[config.mk]
export PLATFORM = sky130hd
export DESIGN_NAME = bcd_count_source
export DESIGN_NICKNAME = d
export VERILOG_FILES = /design/src/rtl/bcd_count_source_pkg.sv /design/src/rtl/btn_conditioner.sv /design/src/rtl/bcd_count_source.sv
export SDC_FILE = /design/constraint.sdc
export NUM_CORES = 1
export LEC_CHECK = 0
export BUFFER_PORTS_ARGS = -buffer_cell sky130_fd_sc_hd__buf_2
export CAP_MARGIN = 25
export CORE_UTILIZATION = 45
export DETAILED_ROUTE_END_ITERATION = 10
export SETUP_SLACK_MARGIN = 0.05
export SYNTH_ARGS = -nofsm -noshare
export SYNTH_HDL_FRONTEND = slang
export SYNTH_SLANG_ARGS = --single-unit
[constraint.sdc]
create_clock -name clk_in -period 4.9 [get_ports clk_in]
set_input_delay 0.735 -clock clk_in [delete_from_list [all_inputs] [get_ports clk_in]]
set_output_delay 0.735 -clock clk_in [all_outputs]
set_load 0.05 [all_outputs]
[src/rtl/bcd_count_source_pkg.sv]
// ---------------------------------------------------------------------------
// bcd_count_source_pkg
// Shared definitions for the two-digit BCD count source.
//   state_t  : run/stop state of the counter
//   BCD_MAX  : largest legal value of one BCD digit
//   BCD_MIN  : smallest legal value of one BCD digit
// No ports; imported by bcd_count_source.
// ---------------------------------------------------------------------------
package bcd_count_source_pkg;

    typedef enum logic {
        ST_STOP = 1'b0,
        ST_RUN  = 1'b1
    } state_t;

    localparam logic [3:0] BCD_MAX = 4'd9;
    localparam logic [3:0] BCD_MIN = 4'd0;

endpackage

[src/rtl/btn_conditioner.sv]
// ---------------------------------------------------------------------------
// btn_conditioner
// Turns a raw, asynchronous pushbutton into a clean one-cycle press pulse:
// 2-flop synchronizer, then a debounce counter that only accepts a new level
// after the synchronized input has disagreed with the accepted level for
// DEB_CYCLES consecutive cycles, then a rising-edge pulse.
// Ports:
//   clk_in  : system clock
//   rst     : synchronous reset, active-high
//   i_btn   : raw button level (asynchronous)
//   o_press : one-cycle pulse when the accepted level goes 0 -> 1
// ---------------------------------------------------------------------------
module btn_conditioner #(
    parameter int DEB_CYCLES = 500000
) (
    input  logic clk_in,
    input  logic rst,
    input  logic i_btn,
    output logic o_press
);

    localparam int CW = $clog2(DEB_CYCLES + 1);
    localparam logic [CW-1:0] DEB_LAST = CW'(DEB_CYCLES - 1);

    logic          r_sync1;
    logic          r_sync2;
    logic          r_level;
    logic [CW-1:0] r_debCount;
    logic          r_press;

    // Two flops bring the raw button into the clock domain before anything
    // else looks at it.
    always_ff @(posedge clk_in) begin
        if (rst) begin
            r_sync1 <= 1'b0;
            r_sync2 <= 1'b0;
        end else begin
            r_sync1 <= i_btn;
            r_sync2 <= r_sync1;
        end
    end

    // The debounce counter counts consecutive cycles in which the synchronized
    // level disagrees with the accepted one; any cycle of agreement restarts
    // it. On the cycle the new level is accepted, a press pulse is registered
    // if that new level is 1, so the pulse and the accepted level change on
    // the same edge.
    always_ff @(posedge clk_in) begin
        if (rst) begin
            r_level    <= 1'b0;
            r_debCount <= '0;
            r_press    <= 1'b0;
        end else begin
            r_press <= 1'b0;
            if (r_sync2 != r_level) begin
                if (r_debCount == DEB_LAST) begin
                    r_level    <= r_sync2;
                    r_debCount <= '0;
                    r_press    <= r_sync2;
                end else begin
                    r_debCount <= r_debCount + 1'b1;
                end
            end else begin
                r_debCount <= '0;
            end
        end
    end

    assign o_press = r_press;

endmodule

[src/rtl/bcd_count_source.sv]
// ---------------------------------------------------------------------------
// bcd_count_source
// Two-digit BCD up/down counter (00..99) stepping at a prescaled tick rate.
// A go button toggles run/stop, a clear button zeroes the count, and a level
// switch picks the direction. WRAP selects roll-over or stop at the ends.
// Ports:
//   clk_in  : system clock
//   rst     : synchronous reset, active-high
//   btn_go  : raw pushbutton, each accepted press toggles run/stop
//   btn_clr : raw pushbutton, each accepted press clears the count to 00
//   up_dn   : raw level switch, 1 = count up, 0 = count down
//   SN0     : ones digit (BCD)
//   SN1     : tens digit (BCD)
//   running : 1 while the counter is in RUN
//   tc      : one-cycle pulse on the tick that hits the terminal count
// ---------------------------------------------------------------------------
module bcd_count_source
    import bcd_count_source_pkg::*;
#(
    parameter int TICK_DIV   = 50000000,
    parameter int DEB_CYCLES = 500000,
    parameter int WRAP       = 1
) (
    input  logic       clk_in,
    input  logic       rst,
    input  logic       btn_go,
    input  logic       btn_clr,
    input  logic       up_dn,
    output logic [3:0] SN0,
    output logic [3:0] SN1,
    output logic       running,
    output logic       tc
);

    localparam int PW = $clog2(TICK_DIV);
    localparam logic [PW-1:0] PRE_LAST = PW'(TICK_DIV - 1);

    logic          w_goPress;
    logic          w_clrPress;
    logic          r_upSync1;
    logic          r_upSync2;
    state_t        r_state;
    state_t        w_nextState;
    logic [PW-1:0] r_prescale;
    logic [3:0]    r_ones;
    logic [3:0]    r_tens;
    logic          r_running;
    logic          r_tc;
    logic          w_tick;
    logic          w_atTerminal;
    logic          w_hit;

    btn_conditioner #(.DEB_CYCLES(DEB_CYCLES)) u_goCond (
        .clk_in (clk_in),
        .rst    (rst),
        .i_btn  (btn_go),
        .o_press(w_goPress)
    );

    btn_conditioner #(.DEB_CYCLES(DEB_CYCLES)) u_clrCond (
        .clk_in (clk_in),
        .rst    (rst),
        .i_btn  (btn_clr),
        .o_press(w_clrPress)
    );

    // The direction switch is a slow level, so it only needs synchronizing,
    // not debouncing; it is looked at only on a tick.
    always_ff @(posedge clk_in) begin
        if (rst) begin
            r_upSync1 <= 1'b0;
            r_upSync2 <= 1'b0;
        end else begin
            r_upSync1 <= up_dn;
            r_upSync2 <= r_upSync1;
        end
    end

    // A terminal hit is a tick that lands on 99 going up or 00 going down.
    // A clear on the same cycle wins, so it suppresses both the count and
    // the hit. The go press toggles the state first and a non-wrapping hit
    // then forces STOP, so a coincident go and terminal stop ends in STOP.
    always_comb begin
        w_tick       = (r_state == ST_RUN) && (r_prescale == PRE_LAST);
        w_atTerminal = r_upSync2 ? ((r_tens == BCD_MAX) && (r_ones == BCD_MAX))
                                 : ((r_tens == BCD_MIN) && (r_ones == BCD_MIN));
        w_hit        = w_tick && !w_clrPress && w_atTerminal;
        w_nextState  = r_state;
        if (w_goPress) begin
            w_nextState = (r_state == ST_RUN) ? ST_STOP : ST_RUN;
        end
        if (w_hit && (WRAP == 0)) begin
            w_nextState = ST_STOP;
        end
    end

    // State, prescaler, digits and the registered outputs all move together.
    // The prescaler only advances on cycles where the counter is in RUN now
    // and stays in RUN, so it sits at 0 throughout STOP and the first tick
    // after starting arrives a full TICK_DIV cycles later.
    always_ff @(posedge clk_in) begin
        if (rst) begin
            r_state    <= ST_STOP;
            r_running  <= 1'b0;
            r_prescale <= '0;
            r_ones     <= BCD_MIN;
            r_tens     <= BCD_MIN;
            r_tc       <= 1'b0;
        end else begin
            r_state   <= w_nextState;
            r_running <= (w_nextState == ST_RUN);
            r_tc      <= w_hit;

            if (w_clrPress || w_tick || (r_state != ST_RUN) || (w_nextState != ST_RUN)) begin
                r_prescale <= '0;
            end else begin
                r_prescale <= r_prescale + 1'b1;
            end

            if (w_clrPress) begin
                r_ones <= BCD_MIN;
                r_tens <= BCD_MIN;
            end else if (w_tick) begin
                if (w_atTerminal) begin
                    if (WRAP != 0) begin
                        r_ones <= r_upSync2 ? BCD_MIN : BCD_MAX;
                        r_tens <= r_upSync2 ? BCD_MIN : BCD_MAX;
                    end
                end else if (r_upSync2) begin
                    if (r_ones == BCD_MAX) begin
                        r_ones <= BCD_MIN;
                        r_tens <= r_tens + 4'd1;
                    end else begin
                        r_ones <= r_ones + 4'd1;
                    end
                end else begin
                    if (r_ones == BCD_MIN) begin
                        r_ones <= BCD_MAX;
                        r_tens <= r_tens - 4'd1;
                    end else begin
                        r_ones <= r_ones - 4'd1;
                    end
                end
            end
        end
    end

    assign SN0     = r_ones;
    assign SN1     = r_tens;
    assign running = r_running;
    assign tc      = r_tc;

endmodule

* Word-level counts from Yosys, hierarchy flattened
Index checks and enable logic that the tools add are counted.
** Operators by class
- Equality and inequality tests :: 8
- Add/subtract/negate cells :: 7
- Reductions and logical operators :: 21
- Bitwise logic cells :: 6
- Multiplexer cells :: 12
** Operators by type and width (count)
- adder 19 x 1 -> 19 bit (second input constant) :: 2
- == test 19 bit (second input constant) :: 2
- two-way mux 4 bit :: 9
- adder 26 x 1 -> 26 bit (second input constant) :: 1
- == test 26 bit (second input constant) :: 1
- OR reduction 3 bit :: 4
- adder 4 x 1 -> 4 bit (second input constant) :: 2
- == test 4 bit (second input constant) :: 2
- zero test 4 bit :: 2
- subtractor 4 x 1 -> 4 bit (second input constant) :: 2
- inverter 1 bit :: 6
- logical AND 1 bit :: 5
- AND reduction 2 bit :: 2
- OR reduction 2 bit :: 2
- logical OR 1 bit :: 3
- two-way mux 1 bit :: 3
- inequality test 3 x 1 -> 1 bit (second input constant) :: 1
- AND reduction 3 bit :: 1
- nonzero test 3 bit :: 1
- inequality test 1 bit :: 2
- zero test 1 bit :: 1
** Storage, ports and cells
- Input bits :: 5
- Register bits :: 84

* Longest topological paths before layout
Gate-level depths: netlist of the first run.
- Depth in word-level cells :: 6
- Gate-level depth with buffers :: 8
- Gate-level depth less buffers :: 7

* Modules after synthesis
A second synthesis of the first run with hierarchy kept.
** Unflattened totals
- Cell total of the unflattened synthesis :: 451
- Area, all modules :: 4005.1 sq um
** By module, submodules not included
- btn_conditioner :: cells each 115, times used 2, area each 1034.7 sq um
- bcd_count_source :: cells each 221, times used 1, area each 1935.6 sq um

* Worst setup path after synthesis of the first run
No wires, ideal clock.
- Path type :: register -> register
- From :: register r_ones[1], in the netlist SN0[1]
- To :: register r_tens[1], in the netlist SN1[1]
- Arrival time :: 2290 ps
- Slack :: 2540 ps
- Required time :: 4830 ps
- Stages on the path, launching flop included :: 8
- Cells stage by stage :: dfxtp_1 > inv_1 > ha_1 > or3b_2 > a21oi_1 > nand4_2 > or4_1 > a21oi_1
** On the way
- Longest elaborated chain between the ends :: 5
- Elaborated cells on any way between the ends :: 9
- Classes of those cells :: eq/ne (2); mux (2); reduce/logical (5)
** Ends and longest elaborated chain
- start: declaration :: line bcd_count_source.sv:45 : logic [3:0] r_ones;
- start signal: assignment :: line bcd_count_source.sv:126 : r_ones <= r_upSync2 ? BCD_MIN : BCD_MAX;
- start signal: assignment :: line bcd_count_source.sv:134 : r_ones <= r_ones + 4'd1;
- start signal: assignment :: line bcd_count_source.sv:141 : r_ones <= r_ones - 4'd1;
- == test 4 bit or zero test 4 bit (tied branches)
- logical AND 1 bit, on equally long branches :: line bcd_count_source.sv:85, bcd_count_source.sv:86
- two-way mux 1 bit :: line bcd_count_source.sv:85 : w_atTerminal = r_upSync2 ? ((r_tens == BCD_MAX) && (r_ones == BCD_MAX))
- inequality test 3 x 1 -> 1 bit (no source line) or nonzero test 3 bit (tied branches)
- AND reduction 3 bit (no source line)
- end signal: assignment :: line bcd_count_source.sv:127 : r_tens <= r_upSync2 ? BCD_MIN : BCD_MAX;
- end signal: assignment :: line bcd_count_source.sv:132 : r_tens <= r_tens + 4'd1;
- end signal: assignment :: line bcd_count_source.sv:139 : r_tens <= r_tens - 4'd1;
- end: declaration :: line bcd_count_source.sv:46 : logic [3:0] r_tens;
Parallel ways exist; a longest one is shown, timed or not.
A chain may end at the register's enable or synchronous reset.

* Final worst setup path of the first run
- From :: register r_ones[0], in the netlist SN0[0]
- To :: register r_tens[1], in the netlist SN1[1]
The elaborated chain is that of the path after synthesis.

==> results of run 1 <==
[power by group through the flow]
stage	Combinational, mW	Sequential, mW	Clock [mW]
after detailed placement	0.0161	0.703	0
after global routing	0.0177	0.688	0.654
after floorplan	0.0130	0.702	0
final	0.0159	0.687	0.606
after global placement	0.0160	0.703	0
after CTS	0.0161	0.687	0.622
[sequential cells by signal, indices dropped and copies added, names as in the netlist, 4 cells and up]
signal and count:
SN1 4, r_prescale 26, u_goCond.r_debCount 19, SN0 4, u_clrCond.r_debCount 19
[worst paths after layout]
check | endpoint | slack, ns | cells after the start
setup reg to reg | SN1[1] | 2.52 | 7
setup / recovery | SN1[1] | 2.52 | 7
hold reg to reg | u_goCond.r_sync2 | 0.45 | 1
hold / removal | u_goCond.r_sync2 | 0.45 | 1
[layout make-up]
class / count / area (um2)
fillers: 780 / 4000
inverters: 15 / 56.3
clock buffers: 9 / 124
clock inverters: 7 / 121
repair buffers: 14 / 70.1
multi-input cells: 328 / 2030
well taps: 105 / 131
flip-flops and latches: 84 / 1680
[per-layer routing]
layer	share of wire	routed length [um]	GRT usage
met1	0.52	3560	0.226
met5	0	0	0
met2	0.44	3000	0.268
met4	0.014	93	0.0679
met3	0.029	200	0.0534
[worst max-delay path, cell delays in order, from the launching register on]
cell	delay (ns)
dfxtp_1	0.39
inv_1	0.09
ha_1	0.26
or3b_2	0.46
a21oi_1	0.19
nand4_2	0.21
or4_1	0.56
a21oi_1	0.16
[synthesized netlist by cell type (all sizes together) (6+ instances only)]
master	count	area share
ha	8	0.026
clkbuf	6	0.0062
nor4	6	0.0098
nor3	15	0.022
inv	15	0.015
nand2	27	0.027
a21oi	10	0.013
nand3	27	0.035
and3	6	0.010
nor2	91	0.090
nor2b	7	0.011
xnor2	34	0.078
xor2	30	0.069
dfxtp	84	0.44
nand4	18	0.033
[placed cells by master, fill, tap and decap left out, types with 13 or more instances in the layout]
cell / Yosys / routed
xor2_1: 30 / 30
buf_2: 3 / 14
nor3_1: 13 / 13
nand3_1: 27 / 27
nand4_1: 16 / 16
nor2_1: 91 / 91
dfxtp_1: 84 / 84
inv_1: 15 / 15
nand2_1: 27 / 27
xnor2_1: 34 / 34
[kinds of logic after synthesis]
logic type	after synthesis
compound gates	27
xor+xnor	64
fa+ha+maj	9
buf+inv	25
flops	84
mux	2
simple gates	226
==> metrics.md, run 1 <==
| Metric | Value |
|---|---|
| Largest family of logic cells by synthesized area | `simple AND/OR/NAND/NOR gates` |
| Synthesized area per cell | `8.73 um2` |
| Fmax | `421 MHz` |
| Port buffer count | `14` |
| CP arrival | `2.67 ns` |
| Die Area | `0.00885 mm2` |
| CTS sink cnt | `84` |
| Clock Skew | `0.00735 ns` |
| TritonCTS clock tree | `done` |
| Yosys warning total | `0` |
| Slew margin rel. | `0.476` |
| Largest net degree at the start of global routing | `26` |
| Combinational power share | `0.012` |
| Worst-path clk slew | `0.09 ns` |
| GRT Total Usage | `0.174` |
| Max VDD drop | `160 uV` |
| H-tree Lvls | `3` |
| Reg power frac | `0.525` |
| Final worst-path cycle share | `0.485` |
| Total grt overflow | `0` |
| Finished Core Util | `0.513` |
| DRC violations left | `0` |
| Total CTS buffers | `9` |
| Die height | `94.1 um` |
| Final Cell Area | `0.00421 mm2` |
| First-pass GRT wire length | `12000 um` |
| Post-synth EDFFs | `0` |
| Vias/cell | `5.10` |
| Dominant synthesized flop cell | `dfxtp_1` |
| Worst EP required | `5.19 ns` |
| Setup TNS | `0 ns` |
| PwrDens | `311 mW/mm2` |
| Number of routed nets with antenna violations | `0` |
| RSZ-0062 raised after global routing | `no` |
| Die width | `94.1 um` |
| MaxCap Viol Count | `0` |
| Synth Area in Simple Gates | `0.302` |
| Final setup vio count | `0` |
| Pre-CTS WS | `2.57 ns` |
| Crit path kind | `reg -> reg` |
| Sw Ratio | `0.211` |
| Mux share of post-synthesis cell area | `0.00525` |
| Antenna cells | `0` |
| DP HPWL | `4600 um` |
| Net switching power | `0.276 mW` |
| Worst flop-to-flop path startpoint | `SN0[0]` |
| Total power draw | `1.31 mW` |
| Post-route insts no fill | `562` |
| Xor and xnor area share after synthesis | `0.147` |
| Int Pwr | `1.03 mW` |
| Max Root-Sink Buffers | `2` |
| Fin crit period | `2.38 ns` |
| Setup crit start kind | `flip-flop` |
| Vias in the first global route | `2675` |
| Register area share after synthesis | `0.441` |
| CP Max Fanout | `9` |
| Site row count | `33` |
| Wirelength per Cell | `12.2 um` |
| CORE AREA | `0.00822 mm2` |
| Slew @ Worst Pin | `0.778 ns` |
| Status | `completed` |
| HP Class | `reg -> reg` |
| Initial DRC Count | `81` |
| Synth Cell Area | `0.00382 mm2` |
| Synth cell types | `50` |
| Fin. max-slew vios | `0` |
| Clock share of power | `0.463` |
| Antenna violations before repair | `0` |
| Via count | `2867` |
| Gpl congestion | `0.818` |
| Area Growth Syn to Fin | `10.4%` |
| Setup WS post-layout | `2.52 ns` |
| Share of post-route cells with drive strength above 1 | `0.0941` |
| Hold Slack | `0.446 ns` |
| Adder-cell share of the synthesized area | `0.0315` |
| Placement Cell Area | `0.00397 mm2` |
| Crit path capture type | `flip-flop` |
| Syn Nets | `451` |
| Start point of the worst hold path | `u_goCond.r_sync1` |
| CTS root buf | `clkbuf_8` |
| Worst Setup SP | `SN0[0]` |
| Leakage | `1.40 nW` |
| Asr flop ratio synth | `0` |
| Cts-stage hold buffer count | `0` |
| Worst-Skew Late Latency | `0.36 ns` |
| Post-CTS setup buffer count | `0` |
| Synth Register Bits | `84` |
| Final WL | `6860 um` |
| Mapped Cells | `437` |
| Placed Cells | `546` |
| Final Hold Fails | `0` |
| Drt pass-1 iters | `4` |
| Fin nets | `466` |
| Post-synthesis compound-gate area fraction | `0.0462` |
| I/O pin count | `15` |
| Starting Density | `0.464` |
| Post-CTS Resized | `0` |
No activity file was read; power rests on OpenSTA's default activity.
==> run 2: changes to the inputs <==
clock period = 2.25 ns   (was 4.9 ns; I/O delays follow)
==> metrics.md, run 2 (synthesized netlist as in run 1, its figures left out) <==
| Metric | Value |
|---|---|
| Status | `completed (unchanged)` |
| CP Max Fanout | `7 (was 9)` |
| Worst EP required | `2.54 ns (was 5.19 ns)` |
| Total power draw | `2.64 mW (was 1.31 mW)` |
| Die Area | `0.00885 mm2 (unchanged)` |
| Crit path kind | `reg -> reg (unchanged)` |
| Slew @ Worst Pin | `0.588 ns (was 0.778 ns)` |
| DP HPWL | `4850 um (was 4600 um)` |
| Total grt overflow | `0 (unchanged)` |
| Wirelength per Cell | `12.2 um (about the same)` |
| Slew margin rel. | `0.605 (was 0.476)` |
| Number of routed nets with antenna violations | `0 (unchanged)` |
| Top Registers | `r_prescale x26, u_clrCond.r_debCount x19, u_goCond.r_debCount x19 (unchanged)` |
| Post-route insts no fill | `572 (was 562)` |
| Setup TNS | `0 ns (unchanged)` |
| Placement Cell Area | `0.00406 mm2 (was 0.00397 mm2)` |
| Gpl congestion | `0.800 (was 0.818)` |
| Via count | `2924 (was 2867)` |
| CP arrival | `2.43 ns (was 2.67 ns)` |
| Fmax | `467 MHz (was 421 MHz)` |
| HP Class | `in -> reg (was reg -> reg)` |
| Crit path capture type | `flip-flop (unchanged)` |
| Drt pass-1 iters | `4 (unchanged)` |
| CTS sink cnt | `84 (unchanged)` |
| First-pass GRT wire length | `11900 um (was 12000 um)` |
| Max Root-Sink Buffers | `2 (unchanged)` |
| Worst-Skew Late Latency | `0.35 ns (was 0.36 ns)` |
| Starting Density | `0.464 (unchanged)` |
| Setup crit start kind | `flip-flop (unchanged)` |
| Final Hold Fails | `0 (unchanged)` |
| Largest register by flop count | `r_prescale (unchanged)` |
| Die height | `94.1 um (unchanged)` |
| Pre-CTS WS | `0.0703 ns (was 2.57 ns)` |
| CTS root buf | `clkbuf_8 (unchanged)` |
| Leakage | `1.44 nW (was 1.40 nW)` |
| Max VDD drop | `406 uV (was 160 uV)` |
| Total CTS buffers | `9 (unchanged)` |
| DRC violations left | `0 (unchanged)` |
| Critical-path cell list | `inv_1 > ha_4 > or3b_2 > a21oi_2 > nand4_2 > or4_1 > a21oi_1 (was inv_1 > ha_1 > or3b_2 > a21oi_1 > nand4_2 > or4_1 > a21oi_1)` |
| Final setup vio count | `0 (unchanged)` |
| TritonCTS clock tree | `done (unchanged)` |
| MaxCap Viol Count | `0 (unchanged)` |
| Wl on met1 | `3590 um (was 3560 um)` |
| WL met2 | `3050 um (was 3000 um)` |
| I/O pin count | `15 (unchanged)` |
| Port buffer count | `14 (unchanged)` |
| Top Layer Used | `met4 (unchanged)` |
| Fin nets | `477 (was 466)` |
| Final WL | `6990 um (was 6860 um)` |
| H-tree Lvls | `3 (unchanged)` |
| Clock Skew | `0.0102 ns (was 0.00735 ns)` |
| Die width | `94.1 um (unchanged)` |
| Initial DRC Count | `83 (was 81)` |
| Vias in the first global route | `2621 (was 2675)` |
| Antenna cells | `0 (unchanged)` |
| Area Growth Syn to Fin | `12.4% (was 10.4%)` |
| GRT Total Usage | `0.172 (was 0.174)` |
| Share of post-route cells with drive strength above 1 | `0.118 (was 0.0941)` |
| Critical path's top delay family | `simple AND/OR/NAND/NOR gates (unchanged)` |
| PwrDens | `616 mW/mm2 (was 311 mW/mm2)` |
| Final worst-path cycle share | `0.951 (was 0.485)` |
| RSZ-0062 raised after global routing | `yes (was no)` |
| Most common cell after layout, fill and taps aside | `nor2_1 (unchanged)` |
| Max reg flops | `26 (unchanged)` |
| Largest net degree at the start of global routing | `26 (unchanged)` |
| Fin crit period | `2.14 ns (was 2.38 ns)` |
| Crit path buffers/inverters | `1 (unchanged)` |
| Vias/cell | `5.11 (was 5.10)` |
| Routed wl met3 | `214 um (was 200 um)` |
| Worst-path clk slew | `0.08 ns (was 0.09 ns)` |
| Placed Cells | `556 (was 546)` |
| Final Cell Area | `0.00429 mm2 (was 0.00421 mm2)` |
| Setup WS post-layout | `0.111 ns (was 2.52 ns)` |
| CP peak stage delay | `0.52 ns (was 0.56 ns)` |
| Antenna violations before repair | `0 (unchanged)` |
| CORE AREA | `0.00822 mm2 (unchanged)` |
| Site row count | `33 (unchanged)` |
| Fin. max-slew vios | `0 (unchanged)` |
| Slowest cell on crit path | `or4_1 (unchanged)` |
| Most frequent cells in the layout | `nor2_1, dfxtp_1, xnor2_1, xor2_1 (unchanged)` |
-- run 2: changes by cell type in the layout (fill, tap and decap cells not counted), moves of 2 or more --
cell | before | now
buf_4 | 0 | 10
clkbuf_8 | 9 | 12
bufinv_16 | 3 | 1
clkbuf_1 | 0 | 2
dfxtp_1 | 84 | 82
inv_6 | 2 | 0
-- run 2: final timing paths --
kind / from / to / slack, ns / cells past startpoint
hold reg to reg: u_goCond.r_sync1 / u_goCond.r_sync2 / 0.44 / 1
setup reg to reg: SN0[1] / SN1[1] / 0.11 / 7
hold / removal: btn_clr / u_clrCond.r_sync1 / 0.19 / 2
setup / recovery: SN0[1] / SN1[1] / 0.11 / 7
-- run 2: stage by stage --
stage,hold slack [ns],util
after floorplan,0.409,-
after global placement,0.419,0.494
after detailed placement,0.422,0.494
after CTS,0.183,0.520
after global routing,0.191,0.522
final,0.194,0.522
-- run 2: final cells by class --
cell class / instances / area, um2
flip-flops and latches: 84 / 1690
repair buffers: 25 / 165
clock buffers: 14 / 173
fillers: 780 / 3930
well taps: 105 / 131
inverters: 15 / 56.3
multi-input cells: 328 / 2050
clock inverters: 1 / 30.0
-- run 2: what timing repair did --
item,4_1_cts,5_1_grt
endpoints found under the setup margin,1,1
setup buffers,0,1
hold buffers,0,0
resized for setup,1,2
-- run 2: report_power, final --
part	switching [mW]	leakage [nW]	total, mW	internal (mW)
Clock	0.508	0.103	1.11	0.600
Sequential	0.00286	0.679	1.49	1.49
Combinational	0.0246	0.661	0.0399	0.0153
-- run 2: layer usage --
metal	GRT usage	up-vias
met5	0	-
met4	0.0769	0
met3	0.0388	9
met2	0.264	37
met1	0.230	1346
li1	-	1532
-- run 2: worst reg2reg max path: cells and delay by family (launching register included) --
family / cells / cell delay, ns
AO/OA/AOI/OAI: 2 / 0.32
adder cells (fa/ha/maj): 1 / 0.18
buffers and inverters: 1 / 0.11
flip-flops: 1 / 0.37
AND/OR/NAND/NOR: 3 / 1.10
==> run 3: changes to the inputs <==
CELL_PAD_IN_SITES_DETAIL_PLACEMENT = 0   (was not set)
CELL_PAD_IN_SITES_GLOBAL_PLACEMENT = 1   (was not set)
CORE_ASPECT_RATIO = 0.8   (was not set)
PLACE_DENSITY_LB_ADDON = 0.1   (was not set)
==> metrics.md, run 3 (synthesized netlist as in run 1, its figures left out) <==
| Metric | Value |
|---|---|
| Most common cell after layout, fill and taps aside | `nor2_1 (unchanged)` |
| Final worst-path cycle share | `0.925 (was 0.951)` |
| Clock Skew | `0.00832 ns (was 0.0102 ns)` |
| TritonCTS clock tree | `done (unchanged)` |
| GRT Total Usage | `0.175 (was 0.172)` |
| Setup crit start kind | `flip-flop (unchanged)` |
| Worst-path clk slew | `0.08 ns (about the same)` |
| Max Root-Sink Buffers | `2 (unchanged)` |
| Final Hold Fails | `0 (unchanged)` |
| CP Max Fanout | `7 (unchanged)` |
| Total CTS buffers | `9 (unchanged)` |
| Final WL | `6950 um (was 6990 um)` |
| CTS root buf | `clkbuf_8 (unchanged)` |
| Worst-Skew Late Latency | `0.34 ns (was 0.35 ns)` |
| Area Growth Syn to Fin | `13.4% (was 12.4%)` |
| CORE AREA | `0.00809 mm2 (was 0.00822 mm2)` |
| Slew margin rel. | `0.589 (was 0.605)` |
| DP HPWL | `4940 um (was 4850 um)` |
| Fin nets | `483 (was 477)` |
| Total grt overflow | `0 (unchanged)` |
| Largest register by flop count | `r_prescale (unchanged)` |
| I/O pin count | `15 (unchanged)` |
| Vias in the first global route | `2713 (was 2621)` |
| Die Area | `0.00885 mm2 (about the same)` |
| Slew @ Worst Pin | `0.613 ns (was 0.588 ns)` |
| Fin crit period | `2.08 ns (was 2.14 ns)` |
| Crit path capture type | `flip-flop (unchanged)` |
| HP Class | `in -> reg (unchanged)` |
| Fmax | `481 MHz (was 467 MHz)` |
| CTS sink cnt | `84 (unchanged)` |
| Vias/cell | `4.95 (was 5.11)` |
| Largest net degree at the start of global routing | `26 (unchanged)` |
| Via count | `2880 (was 2924)` |
| Setup TNS | `0 ns (unchanged)` |
| Share of post-route cells with drive strength above 1 | `0.133 (was 0.118)` |
| CP arrival | `2.35 ns (was 2.43 ns)` |
| Starting Density | `0.472 (was 0.464)` |
| Fin. max-slew vios | `0 (unchanged)` |
| H-tree Lvls | `3 (unchanged)` |
| Antenna cells | `0 (unchanged)` |
| Max reg flops | `26 (unchanged)` |
| Initial DRC Count | `110 (was 83)` |
| Site row count | `29 (was 33)` |
| Die height | `84.4 um (was 94.1 um)` |
| Antenna violations before repair | `0 (unchanged)` |
| MaxCap Viol Count | `0 (unchanged)` |
| RSZ-0062 raised after global routing | `yes (unchanged)` |
| Gpl congestion | `0.787 (was 0.800)` |
| First-pass GRT wire length | `12600 um (was 11900 um)` |
| PwrDens | `605 mW/mm2 (was 616 mW/mm2)` |
| Finished Core Util | `0.535 (was 0.522)` |
| Max VDD drop | `437 uV (was 406 uV)` |
| Port buffer count | `14 (unchanged)` |
| Status | `completed (unchanged)` |
| DRC violations left | `0 (unchanged)` |
| Die width | `105 um (was 94.1 um)` |
| Drt pass-1 iters | `4 (unchanged)` |
| Post-CTS setup buffer count | `0 (unchanged)` |
| Number of routed nets with antenna violations | `0 (unchanged)` |
| Crit path kind | `reg -> reg (unchanged)` |
| Worst EP required | `2.52 ns (was 2.54 ns)` |
| Leakage | `1.47 nW (was 1.44 nW)` |
| Most frequent cells in the layout | `nor2_1, dfxtp_1, xnor2_1, xor2_1 (unchanged)` |
| Wirelength per Cell | `11.9 um (was 12.2 um)` |
| Top Registers | `r_prescale x26, u_clrCond.r_debCount x19, u_goCond.r_debCount x19 (unchanged)` |
| Final setup vio count | `0 (unchanged)` |
-- run 3: layout make-up --
cell class / count / area, um2
fill: 771 / 3760
multi-input combinational: 328 / 2040
clock buffer: 12 / 155
timing repair buffer: 31 / 210
tap: 108 / 135
inverter: 15 / 56.3
clock inverter: 4 / 47.5
sequential: 84 / 1690
-- run 3: routing by layer --
layer | global-route usage | part of all wire | vias up
li1 | - | - | 1551
met3 | 0.0559 | 0.026 | 2
met4 | 0.0384 | 0.0042 | 0
met5 | 0 | 0 | -
met2 | 0.260 | 0.41 | 30
met1 | 0.248 | 0.56 | 1297
-- run 3: repair_timing --
action | 4_1_cts | 5_1_grt
hold buffers | 0 | 0
endpoints found under the setup margin | 0 | 3
gates resized for setup | 0 | 2
-- run 3: critical path: stages (launching register included) --
cell,delay (ns)
dfxtp_4,0.37
inv_1,0.08
ha_2,0.18
or3b_2,0.45
a21oi_2,0.16
nand4_2,0.09
or4_1,0.52
a21oi_1,0.14
-- run 3: power breakdown --
| part | switching [mW] | internal (mW) | leakage [nW] |
|---|---|---|---|
| clock network | 0.513 | 0.571 | 0.102 |
| registers | 0.00435 | 1.49 | 0.679 |
| logic | 0.0243 | 0.0168 | 0.686 |
-- run 3: metrics by stage --
step	setup WS (ns)	area, um2	hold slack (ns)	std cells	power [mW]
finish	0.170	4330	0.209	582	2.62
global placement	0.213	4120	0.417	566	1.57
floorplan	0.0517	3820	0.409	437	1.56
global route	0.0439	4330	0.192	582	2.74
CTS	0.156	4320	0.186	582	2.67
detailed placement	0.167	4120	0.426	566	1.57
-- run 3: path summary, 6_finish.rpt --
path | from | endpoint | slack (ns) | depth (start not counted)
worst min register to register | r_upSync1 | r_upSync2 | 0.45 | 1
worst max-delay path | SN0[1] | SN1[1] | 0.17 | 7
worst min-delay path | btn_go | u_goCond.r_sync1 | 0.21 | 2
worst max register to register | SN0[1] | SN1[1] | 0.17 | 7
